$ cat src/rtl/pc_pkg.sv
// Shared types for the program-counter sequencer: command encoding and priority pick.
// Command vector bit order is {ret, call, jump, branch, inc}.
package pc_pkg;

  typedef enum logic [2:0] {
    NONE   = 3'd0,
    INC    = 3'd1,
    BRANCH = 3'd2,
    JUMP   = 3'd3,
    CALL   = 3'd4,
    RET    = 3'd5,
    CLEAR  = 3'd6
  } pc_cmd_e;

  typedef struct packed {
    pc_cmd_e cmd;
    logic    conflict;
  } pc_pick_t;

  localparam int CMD_INC    = 0;
  localparam int CMD_BRANCH = 1;
  localparam int CMD_JUMP   = 2;
  localparam int CMD_CALL   = 3;
  localparam int CMD_RET    = 4;

  // A stalled or clearing cycle never reports a conflict.
  function automatic pc_pick_t pc_pick_cmd(input logic clear, input logic stall,
                                           input logic [4:0] cmds);
    pc_pick_t p;
    p.cmd      = NONE;
    p.conflict = 1'b0;
    if (clear) begin
      p.cmd = CLEAR;
    end else if (!stall) begin
      p.conflict = ((cmds & (cmds - 5'd1)) != 5'd0);
      if (cmds[CMD_RET])         p.cmd = RET;
      else if (cmds[CMD_CALL])   p.cmd = CALL;
      else if (cmds[CMD_JUMP])   p.cmd = JUMP;
      else if (cmds[CMD_BRANCH]) p.cmd = BRANCH;
      else if (cmds[CMD_INC])    p.cmd = INC;
    end
    return p;
  endfunction

endpackage

$ cat src/rtl/pc_ret_stack.sv
// Return-address LIFO; push/pop take effect on the next posedge, dout is the registered top entry.
// Illegal push (full) or pop (empty) is silently ignored; the parent flags the error.
module pc_ret_stack #(
  parameter int AW    = 8,
  parameter int DEPTH = 4,
  localparam int SW   = $clog2(DEPTH) + 1
) (
  input  logic          CLK,
  input  logic          RST,
  input  logic          push,
  input  logic          pop,
  input  logic [AW-1:0] din,
  output logic [AW-1:0] dout,
  output logic [SW-1:0] sp,
  output logic          full,
  output logic          empty
);

  localparam int IW = (DEPTH > 1) ? $clog2(DEPTH) : 1;

  logic [AW-1:0] mem [DEPTH];
  logic [SW-1:0] sp_q, sp_d;
  logic [IW-1:0] wr_idx, rd_idx;
  logic          do_push, do_pop;

  assign full   = (sp_q == SW'(DEPTH));
  assign empty  = (sp_q == '0);
  assign sp     = sp_q;
  assign wr_idx = IW'(sp_q);
  assign rd_idx = IW'(sp_q - SW'(1));
  assign dout   = mem[rd_idx];

  always_comb begin
    do_pop  = pop && !empty;
    do_push = push && !full && !do_pop;
    sp_d    = sp_q;
    if (do_pop)       sp_d = sp_q - SW'(1);
    else if (do_push) sp_d = sp_q + SW'(1);
  end

  always_ff @(posedge CLK) begin
    if (RST) sp_q <= '0;
    else     sp_q <= sp_d;
  end

  // Entry contents need no reset: sp alone decides what is valid.
  always_ff @(posedge CLK) begin
    if (!RST && do_push) mem[wr_idx] <= din;
  end

endmodule

$ cat src/rtl/pc_seq.sv
// Program-counter sequencer with jump/branch/call/ret and optional edge-triggered commands.
// One-cycle latency from command to address_out; stall freezes PC, stack and error flags.
module pc_seq
  import pc_pkg::*;
#(
  parameter int            AW         = 8,
  parameter int            DEPTH      = 4,
  parameter logic [AW-1:0] RESET_ADDR = '0,
  parameter int            EDGE       = 0,
  localparam int           SW         = $clog2(DEPTH) + 1
) (
  input  logic          CLK,
  input  logic          RST,
  input  logic          clear,
  input  logic          stall,
  input  logic          inc,
  input  logic          branch,
  input  logic [AW-1:0] offset,
  input  logic          jump,
  input  logic          call,
  input  logic          ret,
  input  logic [AW-1:0] target,
  output logic [AW-1:0] address_out,
  output logic [SW-1:0] sp,
  output logic          stack_full,
  output logic          stack_empty,
  output logic          err_ovf,
  output logic          err_unf,
  output logic          conflict
);

  logic [AW-1:0] pc_q, pc_d, pc_plus1;
  logic          ovf_q, ovf_d, unf_q, unf_d, conflict_q, conflict_d;
  logic [4:0]    hist_q, hist_d, cmd_raw, cmd_act;
  pc_pick_t      pick;
  logic          push, pop, stk_rst;
  logic [AW-1:0] stk_dout;

  assign cmd_raw  = {ret, call, jump, branch, inc};
  assign pc_plus1 = pc_q + AW'(1);
  // clear empties the stack through its reset so it needs no extra port.
  assign stk_rst  = RST | clear;

  pc_ret_stack #(.AW(AW), .DEPTH(DEPTH)) u_stack (
    .CLK   (CLK),
    .RST   (stk_rst),
    .push  (push),
    .pop   (pop),
    .din   (pc_plus1),
    .dout  (stk_dout),
    .sp    (sp),
    .full  (stack_full),
    .empty (stack_empty)
  );

  always_comb begin
    hist_d  = cmd_raw;
    cmd_act = (EDGE != 0) ? (cmd_raw & ~hist_q) : cmd_raw;
    pick    = pc_pick_cmd(clear, stall, cmd_act);

    pc_d       = pc_q;
    ovf_d      = ovf_q;
    unf_d      = unf_q;
    conflict_d = pick.conflict;
    push       = 1'b0;
    pop        = 1'b0;
    case (pick.cmd)
      CLEAR: begin
        pc_d  = RESET_ADDR;
        ovf_d = 1'b0;
        unf_d = 1'b0;
      end
      RET: begin
        if (!stack_empty) begin
          pc_d = stk_dout;
          pop  = 1'b1;
        end else begin
          unf_d = 1'b1;
        end
      end
      CALL: begin
        if (!stack_full) begin
          pc_d = target;
          push = 1'b1;
        end else begin
          ovf_d = 1'b1;
        end
      end
      JUMP:    pc_d = target;
      BRANCH:  pc_d = pc_q + offset;
      INC:     pc_d = pc_plus1;
      default: pc_d = pc_q;
    endcase
  end

  always_ff @(posedge CLK) begin
    if (RST) begin
      pc_q       <= RESET_ADDR;
      ovf_q      <= 1'b0;
      unf_q      <= 1'b0;
      conflict_q <= 1'b0;
      hist_q     <= '0;
    end else begin
      pc_q       <= pc_d;
      ovf_q      <= ovf_d;
      unf_q      <= unf_d;
      conflict_q <= conflict_d;
      hist_q     <= hist_d;
    end
  end

  assign address_out = pc_q;
  assign err_ovf     = ovf_q;
  assign err_unf     = unf_q;
  assign conflict    = conflict_q;

endmodule
$ cat config.mk
export PLATFORM = sky130hd
export DESIGN_NAME = pc_seq
export DESIGN_NICKNAME = d
export VERILOG_FILES = /design/src/rtl/pc_pkg.sv /design/src/rtl/pc_ret_stack.sv /design/src/rtl/pc_seq.sv
export SDC_FILE = /design/constraint.sdc
export NUM_CORES = 1
export LEC_CHECK = 0
export ABC_AREA = 1
export CAP_MARGIN = 20
export CORE_ASPECT_RATIO = 0.9
export CORE_MARGIN = 2
export CORE_UTILIZATION = 50
export CTS_BUF_LIST = sky130_fd_sc_hd__clkbuf_4 sky130_fd_sc_hd__clkbuf_8
export DETAILED_ROUTE_END_ITERATION = 12
export PLACE_DENSITY_LB_ADDON = 0.2
export SYNTH_ARGS = -nofsm -noshare
export SYNTH_HDL_FRONTEND = slang
export SYNTH_SLANG_ARGS = --single-unit
$ cat constraint.sdc
create_clock -name CLK -period 6.7 [get_ports CLK]
set_input_delay 2.01 -clock CLK [delete_from_list [all_inputs] [get_ports CLK]]
set_output_delay 2.01 -clock CLK [all_outputs]
set_load 0.05 [all_outputs]
* After elaboration in Yosys (flattened, before gate mapping)
Memories as Yosys holds them, arrays and structs flattened. Cells that the tools add are included. W data, S select, Z words.
Storage, ports and cells: flip-flop bits (word level) 14, latch bits 0, RAM bits 32, ROM bits 0, input port bits 25, logic and storage cells 64, memories 1
Operators by class: add/subtract/negate cells 5, multiply operators 0, div/mod/pow operators 0, magnitude comparators 0, equality and inequality tests 11, shift operators 0, multiplexer cells 22, bitwise logic cells 2, reduce and logical (&&, ||, !) cells 18
Memories:
- u_stack.mem | words 4, width 8, rd ports 1, clocked after Yosys merged registers in 0, write ports 1, line pc_ret_stack.sv:21 | logic [AW-1:0] mem [DEPTH];
Operators with widths (number):
- $pmux W8 S6 | 1
- $mux W3 | 7
- $mux W8 | 2
- $eq A3 B3 Y1 const B | 4
- $mux W1 | 9
- $add A8 B1 Y8 const B | 1
- $add A8 B8 Y8 | 1
- $ne A2 B2 Y1 const B | 4
- $eq A3 B2 Y1 const B | 2
- $reduce_bool A2 Y1 | 3
- $reduce_bool A6 Y1 | 1
- $and A5 B5 Y5 | 1
- $reduce_bool A5 Y1 | 1
- $sub A5 B1 Y5 const B | 1
- $logic_and A1 B1 Y1 | 4
- $logic_not A1 Y1 | 4
- $mux W4 | 1
- $pmux W1 S2 | 2
- $reduce_and A2 Y1 | 2
- $add A3 B1 Y3 const B | 1
- $eq A3 B1 Y1 const B | 1
- $logic_not A3 Y1 | 1
- $reduce_and A3 Y1 | 1
- $reduce_or A3 Y1 | 1
- 2 further kinds | 2

* Longest topological paths before layout
Gate-level depths: netlist (run 1).
depth after elaboration 15, mapped depth 14, mapped depth without buffers 12

* Cells and area by module
Synthesis (run 1) repeated with hierarchy kept, for this count alone.
Unflattened totals: cells, all modules 334, area total of the unflattened synthesis 2783.9 µm²
Modules (own cells, without submodules):
- pc_ret_stack | instances 1, cells an instance 123, area each 1510.2 µm²
- pc_seq | instances 1, cells an instance 211, area each 1273.7 µm²

* Least setup slack after synthesis (run 1)
OpenSTA, ideal clock, no wires.
path kind reg2out, start reg u_stack.sp_q[0], in the netlist u_stack.sp[0], end out stack_empty, arrival time 1.915 ns, path slack 2.775 ns, cell stages (with the launch flop) 7, buffers on the path 2, cells stage by stage dfxtp_1 > buf_2 > inv_2 > buf_4 > ha_1 > inv_1 > nor2_1
Between the ends: cells in the longest elaborated chain, start to end 1
RTL lines:
- from (decl) | line pc_ret_stack.sv:22 | logic [SW-1:0] sp_q, sp_d;
- from (signal assigned) | line pc_ret_stack.sv:43 | else sp_q <= sp_d;
- $logic_not A3 Y1 | line pc_ret_stack.sv:27 | assign empty = (sp_q == '0);
- to (decl) | line pc_seq.sv:26 | output logic stack_empty,
No other way between the ends.

* Worst setup path in the final report (run 1)
Same ends and word-level chain as after synthesis.

==> results of run 1 <==
## power groups by stage
stage	registers [mW]	clock network, mW	logic [mW]
2_1_floorplan	0.323	0	0.0483
3_3_place_gp	0.316	0	0.0875
3_5_place_dp	0.316	0	0.0888
4_1_cts	0.310	0.212	0.0892
5_1_grt	0.310	0.224	0.0976
6_report	0.310	0.210	0.0890
## metal layers
layer,global-route usage [%],share of wire [%]
met1,29.0,47
met2,33.8,45
met3,4.90,6.2
met4,7.74,2.0
met5,0,0
## worst paths after layout
kind / endpoint / depth (start not counted)
min reg2reg: err_ovf / 2
max: stack_empty / 5
min: err_ovf / 2
max reg2reg: u_stack.mem[2][5] / 7
## sequential cells by signal, indices dropped and copies added, names as in the netlist
signal,count
err_ovf,1
err_unf,1
u_stack.sp,3
address_out,8
u_stack.mem,32
conflict,1
## cells by family (layout without fill, tap and decap cells)
| family | after synthesis | in the layout | share of synthesized area (%) |
|---|---|---|---|
| xor gates and xnor gates | 9 | 9 | 2.74 |
| buffers and inverters | 59 | 102 | 8.18 |
| adders and majority gates | 14 | 14 | 6.35 |
| and+or+nand+nor | 180 | 180 | 28.4 |
| AOI/OAI and AO/OA | 50 | 50 | 11.2 |
| DFF | 46 | 46 | 43.1 |
## worst max-delay path: stages (launching register included)
cell                              delay (ns)
sky130_fd_sc_hd__dfxtp_1                0.74
sky130_fd_sc_hd__inv_2                  0.27
sky130_fd_sc_hd__ha_1                   0.28
sky130_fd_sc_hd__inv_1                  0.08
sky130_fd_sc_hd__nor2_1                 0.07
sky130_fd_sc_hd__clkdlybuf4s50_1        0.71
## cell type report
cell class,count,area [sq um]
Fill cell,507,2180
Multi-Input combinational cell,253,1400
Sequential cell,46,1240
Timing Repair Buffer,40,400
Inverter,54,208
Tap cell,70,87.6
Clock buffer,5,68.8
Clock inverter,3,43.8
## Yosys cell counts (2+ instances only)
library cell               instances
sky130_fd_sc_hd__nand2_2          10
sky130_fd_sc_hd__edfxtp_1         32
sky130_fd_sc_hd__inv_1            46
sky130_fd_sc_hd__xor2_1            8
sky130_fd_sc_hd__clkbuf_1          2
sky130_fd_sc_hd__o21ai_0          16
sky130_fd_sc_hd__nand4_4           2
sky130_fd_sc_hd__nand4_1           3
sky130_fd_sc_hd__nand2_1          66
sky130_fd_sc_hd__nand3_1           7
sky130_fd_sc_hd__a21oi_2           9
sky130_fd_sc_hd__o22ai_1           8
sky130_fd_sc_hd__inv_2             7
sky130_fd_sc_hd__dfxtp_1          14
sky130_fd_sc_hd__buf_4             2
sky130_fd_sc_hd__a21oi_1           5
sky130_fd_sc_hd__or2_2             2
sky130_fd_sc_hd__nor2_2            3
sky130_fd_sc_hd__a21boi_1          7
sky130_fd_sc_hd__nor2_1           80
sky130_fd_sc_hd__ha_1             13
==> flow_summary_export.csv, run 1 <==
group,metric,value,unit
run_status,outcome,"completed",
logic_synthesis,synth_top_area_share,33.4,%
final_layout,final_common_cell,"sky130_fd_sc_hd__nor2_1",
critical_path,critPathLaunchType,"flip-flop",
clock_tree,clock_tree.buffer_depth,2,
clock_tree,cts.root.buffer_cell,"sky130_fd_sc_hd__clkbuf_8",
clock_tree,cts_repair_resize_count,0,
power_and_ir_drop,sw_pwr,0.156,mW
final_layout,antennaDiodeCount,0,
global_routing,first_pass_grt_wire_length,10700,microns
drt,vias_post_dr,2416,
place,place_ws,2.43,ns
final_layout,finish.cell_count_without_fillers,471,
power_and_ir_drop,p_int,0.453,mW
drt,viasPerCell,5.13,
job,max_cap_viol_count,0,
sta,fmaxAchievable,224,MHz
sta,fin_tns_setup,0,ns
logic_synthesis,mappedNetlistArea,2880,sq um
final_layout,layout.nets,439,
power_and_ir_drop,power.ir.vdd_worst,0.123,mV
logic_synthesis,synthArstFlopShare,0,%
place,dpl.hpwl,5160,microns
critical_path,crit_required,4.69,ns
sta,final.period_utilization,66.7,%
logic_synthesis,synth_cell_type_count,37,
clock_tree,clock_latency_on_the_worst_skew_pair,0.30,ns
floorplanning,initial_core_util,51.1,%
critical_path,reg2reg_slack,3.91,ns
final_layout,postLayoutCoreUtil,61.3,%
floorplanning,fp.dieH,76.0,microns
floorplanning,std_cell_rows,26,
drt,final_routed_drc_violation_total,0,
final_layout,layout_common_cells,"sky130_fd_sc_hd__nor2_1, sky130_fd_sc_hd__nand2_1, sky130_fd_sc_hd__inv_1, sky130_fd_sc_hd__clkdlybuf4s50_1, sky130_fd_sc_hd__edfxtp_1",
critical_path,startpoint,"u_stack.sp[0]",
sta,fin_hold_viols,0,
place,place_area,3340,sq um
sta,final.hold.worst_slack,0.475,ns
global_routing,antenna_found_initial,0,
critical_path,crit_type,"flip-flop to primary output",
critical_path,setup.worst_path.end_class,"primary output",
place,dp.cells,463,
logic_synthesis,synth-edff-count,32,
drt,route.detailed.wl_per_inst,14.0,microns
clock_tree,cts_stage_hold_buffer_count,0,
power_and_ir_drop,total_leakage_power,1.44,nW
sta,timing.final.ws_setup,2.23,ns
clock_tree,cts.reportedPaths.clkPinSlew,0.10,ns
logic_synthesis,synthTopCellsByArea,"sky130_fd_sc_hd__edfxtp_1, sky130_fd_sc_hd__nor2_1, sky130_fd_sc_hd__dfxtp_1",
power_and_ir_drop,sequential_share_of_power,50.8,%
power_and_ir_drop,power.combinational.fraction,14.6,%
floorplanning,die_area,6380,sq um
global_routing,grt_resource_usage_total,21.4,%
critical_path,cp_data_arrival_time,2.46,ns
clock_tree,tritoncts.num_buffers,5,
drt,iter_0_drt_violations,147,
clock_tree,clock-sinks,46,
logic_synthesis,commonest_register_cell_after_synthesis,"sky130_fd_sc_hd__edfxtp_1",
logic_synthesis,postSynthRegisterBits,46,
final_layout,post-route-cell-area,3450,sq um
sta,timing_worst_slew_pin_value,0.647,ns
critical_path,r2r_start,"u_stack.sp[0]",
place,place_congestion,0.917,
logic_synthesis,yosys_warnings,0,
worst_hold_path,hold_path_class,"flip-flop to flip-flop",
global_routing,grt_start_max_net_pins,22,
logic_synthesis,number_of_instances_in_the_synthesized_netlist,358,
floorplanning,top_level_ports,41,
power_and_ir_drop,power_per_cell_area,176,nW/um^2
sta,fin_skew,0.0101,ns
logic_synthesis,seq_area_frac_synth,43.1,%
drt,ant_nets,0,
critical_path,critical_path_peak_fanout,21,
drt,drt-total-wl,6610,microns
clock_tree,post-cts-setup-buffers,0,
power_and_ir_drop,p_sw_share,25.6,%
floorplanning,die-width,84.0,microns
logic_synthesis,postSynthNetCount,397,
place,place.port_buffers,40,
logic_synthesis,post_synth.cell_area_avg,8.03,sq um
logic_synthesis,synth_largest_area_cell,"sky130_fd_sc_hd__edfxtp_1",
final_layout,drive_above_1_share,11.7,%
sta,final.min_clock_period,4.47,ns
worst_hold_path,hp-start,"err_ovf",
drt,detailedRoute.firstPassIterationCount,4,
clock_tree,cts_tree,"done",
sta,report.final.slew_viol_count,0,
sta,slew_headroom,56.7,%
power_and_ir_drop,power.share.clock,34.5,%
clock_tree,h-tree-depth,2,
power_and_ir_drop,p_total,0.609,mW
sta,setup_viol,0,
floorplanning,core,5630,sq um
global_routing,grt_remaining_overflow,0,
sta,setup_repair_after_global_routing_missed_its_margin,"no",
global_routing,vias_in_the_first_global_route,2228,
final_layout,area_delta_synth_final,19.9,%
Note: power is estimated with default switching activity, not from simulation.
==> run 2: changes to the inputs <==
- clock period: 6.7 -> 4.22 ns (I/O delays scaled with it)
==> run 2 against run 1 <==
Core utilization is 0.16 points higher; cell count is 0.21% higher; via count up 1.7%; first-iteration DRC count grew 5.4%; clock power increased by 57%; die area unchanged; combinational power grew 60%; wire length fell by 2.9%; global-route usage fell by 0.26 points; total power grew 58%; critical path type unchanged; largest cell class unchanged.
==> flow_summary_export.csv, run 2 (synthesis results as in run 1) <==
group,metric,value,unit
critical_path,crit_type,"flip-flop to primary output",
final_layout,largest_register,"u_stack.mem",
clock_tree,cts_repair_resize_count,0,
sta,final.period_utilization,88.8,%
floorplanning,top_level_ports,41,
critical_path,crit_required,2.95,ns
worst_hold_path,hold_path_class,"flip-flop to flip-flop",
critical_path,critical-path-slowest-cell,"sky130_fd_sc_hd__clkdlybuf4s50_1",
final_layout,finish.cell_count_without_fillers,472,
place,dpl.hpwl,4970,microns
clock_tree,h-tree-depth,2,
drt,viasPerCell,5.20,
power_and_ir_drop,power_per_cell_area,279,nW/um^2
clock_tree,cts_tree,"done",
sta,report.final.slew_viol_count,0,
critical_path,critical_path.n_buffers_inverters,3,
clock_tree,clock_tree.buffer_depth,2,
sta,setup_viol,0,
critical_path,critPathLaunchType,"flip-flop",
final_layout,multiInputGateArea,1400,sq um
drt,route.detailed.wl_per_inst,13.6,microns
place,dp.cells,464,
critical_path,crit_cells,5,
drt,drt-total-wl,6420,microns
global_routing,first_pass_grt_wire_length,10800,microns
drt,detailedRoute.firstPassIterationCount,5,
global_routing,antenna_found_initial,0,
critical_path,cp_data_arrival_time,2.48,ns
final_layout,final_common_cell,"sky130_fd_sc_hd__nor2_1",
final_layout,fillers,505,
drt,final_routed_drc_violation_total,0,
run_status,outcome,"completed",
critical_path,cp_top_family,"buffers and inverters",
sta,final.min_clock_period,3.75,ns
place,place_congestion,0.925,
floorplanning,die-width,84.0,microns
sta,slew_headroom,54.9,%
place,place.port_buffers,40,
clock_tree,cts.root.buffer_cell,"sky130_fd_sc_hd__clkbuf_8",
critical_path,critical_path_peak_fanout,21,
drt,vias_post_dr,2456,
final_layout,area.sequential,1240,sq um
floorplanning,core,5630,sq um
global_routing,vias_in_the_first_global_route,2238,
clock_tree,clock_latency_on_the_worst_skew_pair,0.30,ns
clock_tree,tritoncts.num_buffers,5,
floorplanning,std_cell_rows,26,
final_layout,layout_common_cells,"sky130_fd_sc_hd__nor2_1, sky130_fd_sc_hd__nand2_1, sky130_fd_sc_hd__inv_1, sky130_fd_sc_hd__clkdlybuf4s50_1, sky130_fd_sc_hd__edfxtp_1",
power_and_ir_drop,power.ir.vdd_worst,0.186,mV
job,max_cap_viol_count,0,
final_layout,drive_above_1_share,11.9,%
critical_path,max_stage_delay,0.85,ns
drt,ant_nets,0,
drt,iter_0_drt_violations,155,
final_layout,antennaDiodeCount,0,
clock_tree,clock-sinks,46,
clock_tree,cts.reportedPaths.clkPinSlew,0.09,ns
floorplanning,die_area,6380,sq um
worst_hold_path,holdPathStages,2,
sta,fin_skew,0.00927,ns
final_layout,layout.nets,440,
global_routing,grt_remaining_overflow,0,
final_layout,largest_reg_flops,32,
sta,fmaxAchievable,267,MHz
floorplanning,fp.dieH,76.0,microns
global_routing,grt_start_max_net_pins,22,
sta,fin_hold_viols,0,
final_layout,area_delta_synth_final,20.2,%
floorplanning,initial_core_util,51.1,%
final_layout,postLayoutCoreUtil,61.4,%
critical_path,critical_path_cell_by_cell,"inv_2, ha_1, inv_1, nor2_1, clkdlybuf4s50_1",
clock_tree,cts_stage_hold_buffer_count,0,
clock_tree,post-cts-setup-buffers,0,
power_and_ir_drop,total_leakage_power,1.44,nW
sta,fin_tns_setup,0,ns
sta,setup_repair_after_global_routing_missed_its_margin,"no",
global_routing,grt_resource_usage_total,21.2,%
critical_path,rr_worst_depth,7,
sta,timing_worst_slew_pin_value,0.675,ns
critical_path,setup.worst_path.end_class,"primary output",
run 2: cell types whose count changed in the layout (fill, tap and decap cells not counted):
cell	change
sky130_fd_sc_hd__clkinvlp_4	+1
sky130_fd_sc_hd__clkinv_2	-1
sky130_fd_sc_hd__clkbuf_4	+1
sky130_fd_sc_hd__inv_6	-1
sky130_fd_sc_hd__buf_4	+1
run 2: metrics by stage:
step	total power, mW	cell area [sq um]	setup slack, ns	hold slack (ns)
2_1_floorplan	0.590	2880	1.04	0.685
3_3_place_gp	0.642	3340	0.788	0.461
3_5_place_dp	0.643	3340	0.704	0.469
4_1_cts	0.970	3460	0.479	0.481
5_1_grt	1.01	3460	0.302	0.495
6_report	0.963	3460	0.473	0.480
run 2: final cells by class:
type | instances | share of cell area [%]
multi-input cells | 253 | 40.5
clock buffers | 6 | 2.21
clock inverters | 2 | 1.09
inverters | 54 | 6.01
flip-flops and latches | 46 | 35.9
well taps | 70 | 2.53
repair buffers | 41 | 11.8
run 2: final timing paths:
| kind | startpoint | end | slack, ns |
|---|---|---|---|
| setup reg to reg | u_stack.sp[0] | u_stack.mem[2][7] | 1.44 |
| hold / removal | err_ovf | err_ovf | 0.48 |
| setup / recovery | u_stack.sp[0] | stack_empty | 0.47 |
| hold reg to reg | err_ovf | err_ovf | 0.48 |
run 2: per-layer routing:
| layer | wire length (microns) | track usage [%] | vias up |
|---|---|---|---|
| met4 | 82 | 4.84 | 0 |
| li1 | - | - | 1233 |
| met1 | 3100 | 29.9 | 1140 |
| met2 | 2850 | 33.7 | 74 |
| met5 | 0 | 0 | - |
| met3 | 386 | 4.36 | 9 |
run 2: report_power, final:
group	internal (mW)	total, mW	switching, mW
Combinational	0.0572	0.142	0.0846
Sequential	0.485	0.492	0.00696
Clock	0.183	0.330	0.147
run 2: worst register-to-register path, cell delays in order (launching register included):
cell and delay, ns:
sky130_fd_sc_hd__dfxtp_1 0.74, sky130_fd_sc_hd__inv_2 0.28, sky130_fd_sc_hd__ha_1 0.28, sky130_fd_sc_hd__nand2_1 0.08
sky130_fd_sc_hd__inv_1 0.05, sky130_fd_sc_hd__nor2_1 0.22, sky130_fd_sc_hd__nand2_1 0.19, sky130_fd_sc_hd__nor2_1 0.56
==> run 3: changes to the inputs <==
--- a/config.mk
+++ b/config.mk
@@ -12,3 +12,3 @@
 export CORE_UTILIZATION = 50
-export CTS_BUF_LIST = sky130_fd_sc_hd__clkbuf_4 sky130_fd_sc_hd__clkbuf_8
+export CTS_BUF_LIST = sky130_fd_sc_hd__clkbuf_8
 export DETAILED_ROUTE_END_ITERATION = 12
--- a/constraint.sdc
+++ b/constraint.sdc
@@ -3,2 +3,2 @@
 set_output_delay 1.266 -clock CLK [all_outputs]
-set_load 0.05 [all_outputs]
+set_load 0.005 [all_outputs]
==> run 3 against run 2 <==
Register-to-register slack better by 0.36 ns; largest power group unchanged; cell count is 0.21% higher; critical endpoint unchanged; non-clock buffer count is 1 higher; clock skew is 0.0011 ns lower; sequential power hardly changed; via count is 4.2% lower; die area stayed put; total power is 1.8% lower; first-iteration DRC count is 1.3% lower; core utilization is 0.13 points higher.
==> flow_summary_export.csv, run 3 (synthesis results as in run 1) <==
group,metric,value,unit
run_status,outcome,"completed",
drt,detailedRoute.firstPassIterationCount,4,
final_layout,largest_register,"u_stack.mem",
final_layout,post-route-cell-area,3470,sq um
global_routing,grt_start_max_net_pins,22,
critical_path,setup.worst_path.end_class,"primary output",
drt,max_used_layer,"met4",
critical_path,crit_type,"flip-flop to primary output",
global_routing,grt_remaining_overflow,0,
final_layout,antennaDiodeCount,0,
global_routing,vias_in_the_first_global_route,2278,
drt,iter_0_drt_violations,153,
clock_tree,cts_repair_resize_count,0,
sta,fmaxAchievable,304,MHz
power_and_ir_drop,power.ir.vdd_worst,0.159,mV
final_layout,layout_common_cells,"sky130_fd_sc_hd__nor2_1, sky130_fd_sc_hd__nand2_1, sky130_fd_sc_hd__inv_1, sky130_fd_sc_hd__clkdlybuf4s50_1, sky130_fd_sc_hd__edfxtp_1",
place,place_congestion,0.879,
clock_tree,cts.root.buffer_cell,"sky130_fd_sc_hd__clkbuf_8",
drt,met3_wl_post_dr,318,microns
critical_path,critPathLaunchType,"flip-flop",
floorplanning,initial_core_util,51.1,%
critical_path,crit_required,2.95,ns
place,place_area,3350,sq um
drt,final_routed_drc_violation_total,0,
drt,drt-total-wl,6200,microns
drt,viasPerCell,4.97,
power_and_ir_drop,total_leakage_power,1.44,nW
sta,fin_hold_viols,0,
sta,report.final.slew_viol_count,0,
floorplanning,fp.dieH,76.0,microns
sta,final.hold.worst_slack,0.474,ns
floorplanning,core,5630,sq um
clock_tree,tritoncts.num_buffers,5,
sta,final.min_clock_period,3.29,ns
sta,timing_worst_slew_pin_value,0.657,ns
floorplanning,die_area,6380,sq um
global_routing,grt_resource_usage_total,20.2,%
drt,detail_route.wirelength.met1,2960,microns
final_layout,postLayoutCoreUtil,61.6,%
drt,routed-wl-met2,2870,microns
sta,fin_tns_setup,0,ns
sta,setup_viol,0,
final_layout,drive_above_1_share,12.2,%
clock_tree,cts.reportedPaths.clkPinSlew,0.09,ns
final_layout,largest_reg_flops,32,
power_and_ir_drop,power_per_cell_area,273,nW/um^2
sta,timing.final.ws_setup,0.929,ns
place,dpl.hpwl,4720,microns
clock_tree,post-cts-setup-buffers,0,
floorplanning,die-width,84.0,microns
place,place_ws,0.722,ns
clock_tree,clock_latency_on_the_worst_skew_pair,0.30,ns
floorplanning,std_cell_rows,26,
global_routing,antenna_found_initial,0,
clock_tree,clock-sinks,46,
clock_tree,h-tree-depth,2,
final_layout,final_common_cell,"sky130_fd_sc_hd__nor2_1",
worst_hold_path,hold_path_class,"flip-flop to flip-flop",
sta,final.period_utilization,78.0,%
drt,ant_nets,0,
sta,slew_headroom,56.0,%
clock_tree,clock_tree.buffer_depth,2,
final_layout,area_delta_synth_final,20.5,%
clock_tree,cts_stage_hold_buffer_count,0,
sta,setup_repair_after_global_routing_missed_its_margin,"no",
sta,fin_skew,0.00820,ns
final_layout,layout.nets,441,
global_routing,first_pass_grt_wire_length,10400,microns
critical_path,cp_data_arrival_time,2.03,ns
critical_path,critical_path_peak_fanout,21,
job,max_cap_viol_count,0,
drt,route.detailed.wl_per_inst,13.1,microns
drt,vias_post_dr,2352,
floorplanning,top_level_ports,41,
clock_tree,cts_tree,"done",
place,place.port_buffers,40,
run 3: cell types whose count changed in the layout (fill, tap and decap cells not counted), sizes merged:
cell / previous run / this run
clkbuf: 6 / 5
clkinvlp: 1 / 2
buf: 1 / 2
run 3: through the flow:
step / total power [mW] / instances
after floorplan: 0.576 / 358
after global placement: 0.628 / 465
after detailed placement: 0.629 / 465
after CTS: 0.951 / 473
after global routing: 0.985 / 473
final: 0.946 / 473
run 3: path summary, 6_finish.rpt:
kind,startpoint,end,slack [ns],cells past startpoint
max,u_stack.sp[0],stack_empty,0.93,6
min,err_ovf,err_ovf,0.47,2
max reg2reg,u_stack.sp[0],u_stack.mem[3][0],1.80,8
min reg2reg,err_ovf,err_ovf,0.47,2
run 3: critical path, cell delays in order (launching register included):
cell	delay, ns
sky130_fd_sc_hd__dfxtp_1	0.30
sky130_fd_sc_hd__buf_4	0.19
sky130_fd_sc_hd__inv_2	0.24
sky130_fd_sc_hd__ha_1	0.22
sky130_fd_sc_hd__inv_1	0.06
sky130_fd_sc_hd__nor2_1	0.17
sky130_fd_sc_hd__clkdlybuf4s50_1	0.54
run 3: cell type report:
class / count / area (sq um)
fillers: 520 / 2160
multi-input cells: 253 / 1400
flip-flops and latches: 46 / 1240
repair buffers: 42 / 415
inverters: 54 / 208
well taps: 70 / 87.6
clock buffers: 5 / 68.8
clock inverters: 3 / 45.0
run 3: power breakdown:
group | switching (mW) | internal [mW] | total (mW)
Combinational | 0.0710 | 0.0575 | 0.128
Sequential | 0.00614 | 0.485 | 0.491
Clock | 0.151 | 0.176 | 0.327
run 3: per-layer routing:
layer	vias to the layer above	GRT usage, %
met4	0	5.32
met2	53	32.8
met5	-	0
met3	7	3.27
li1	1235	-
met1	1057	28.4
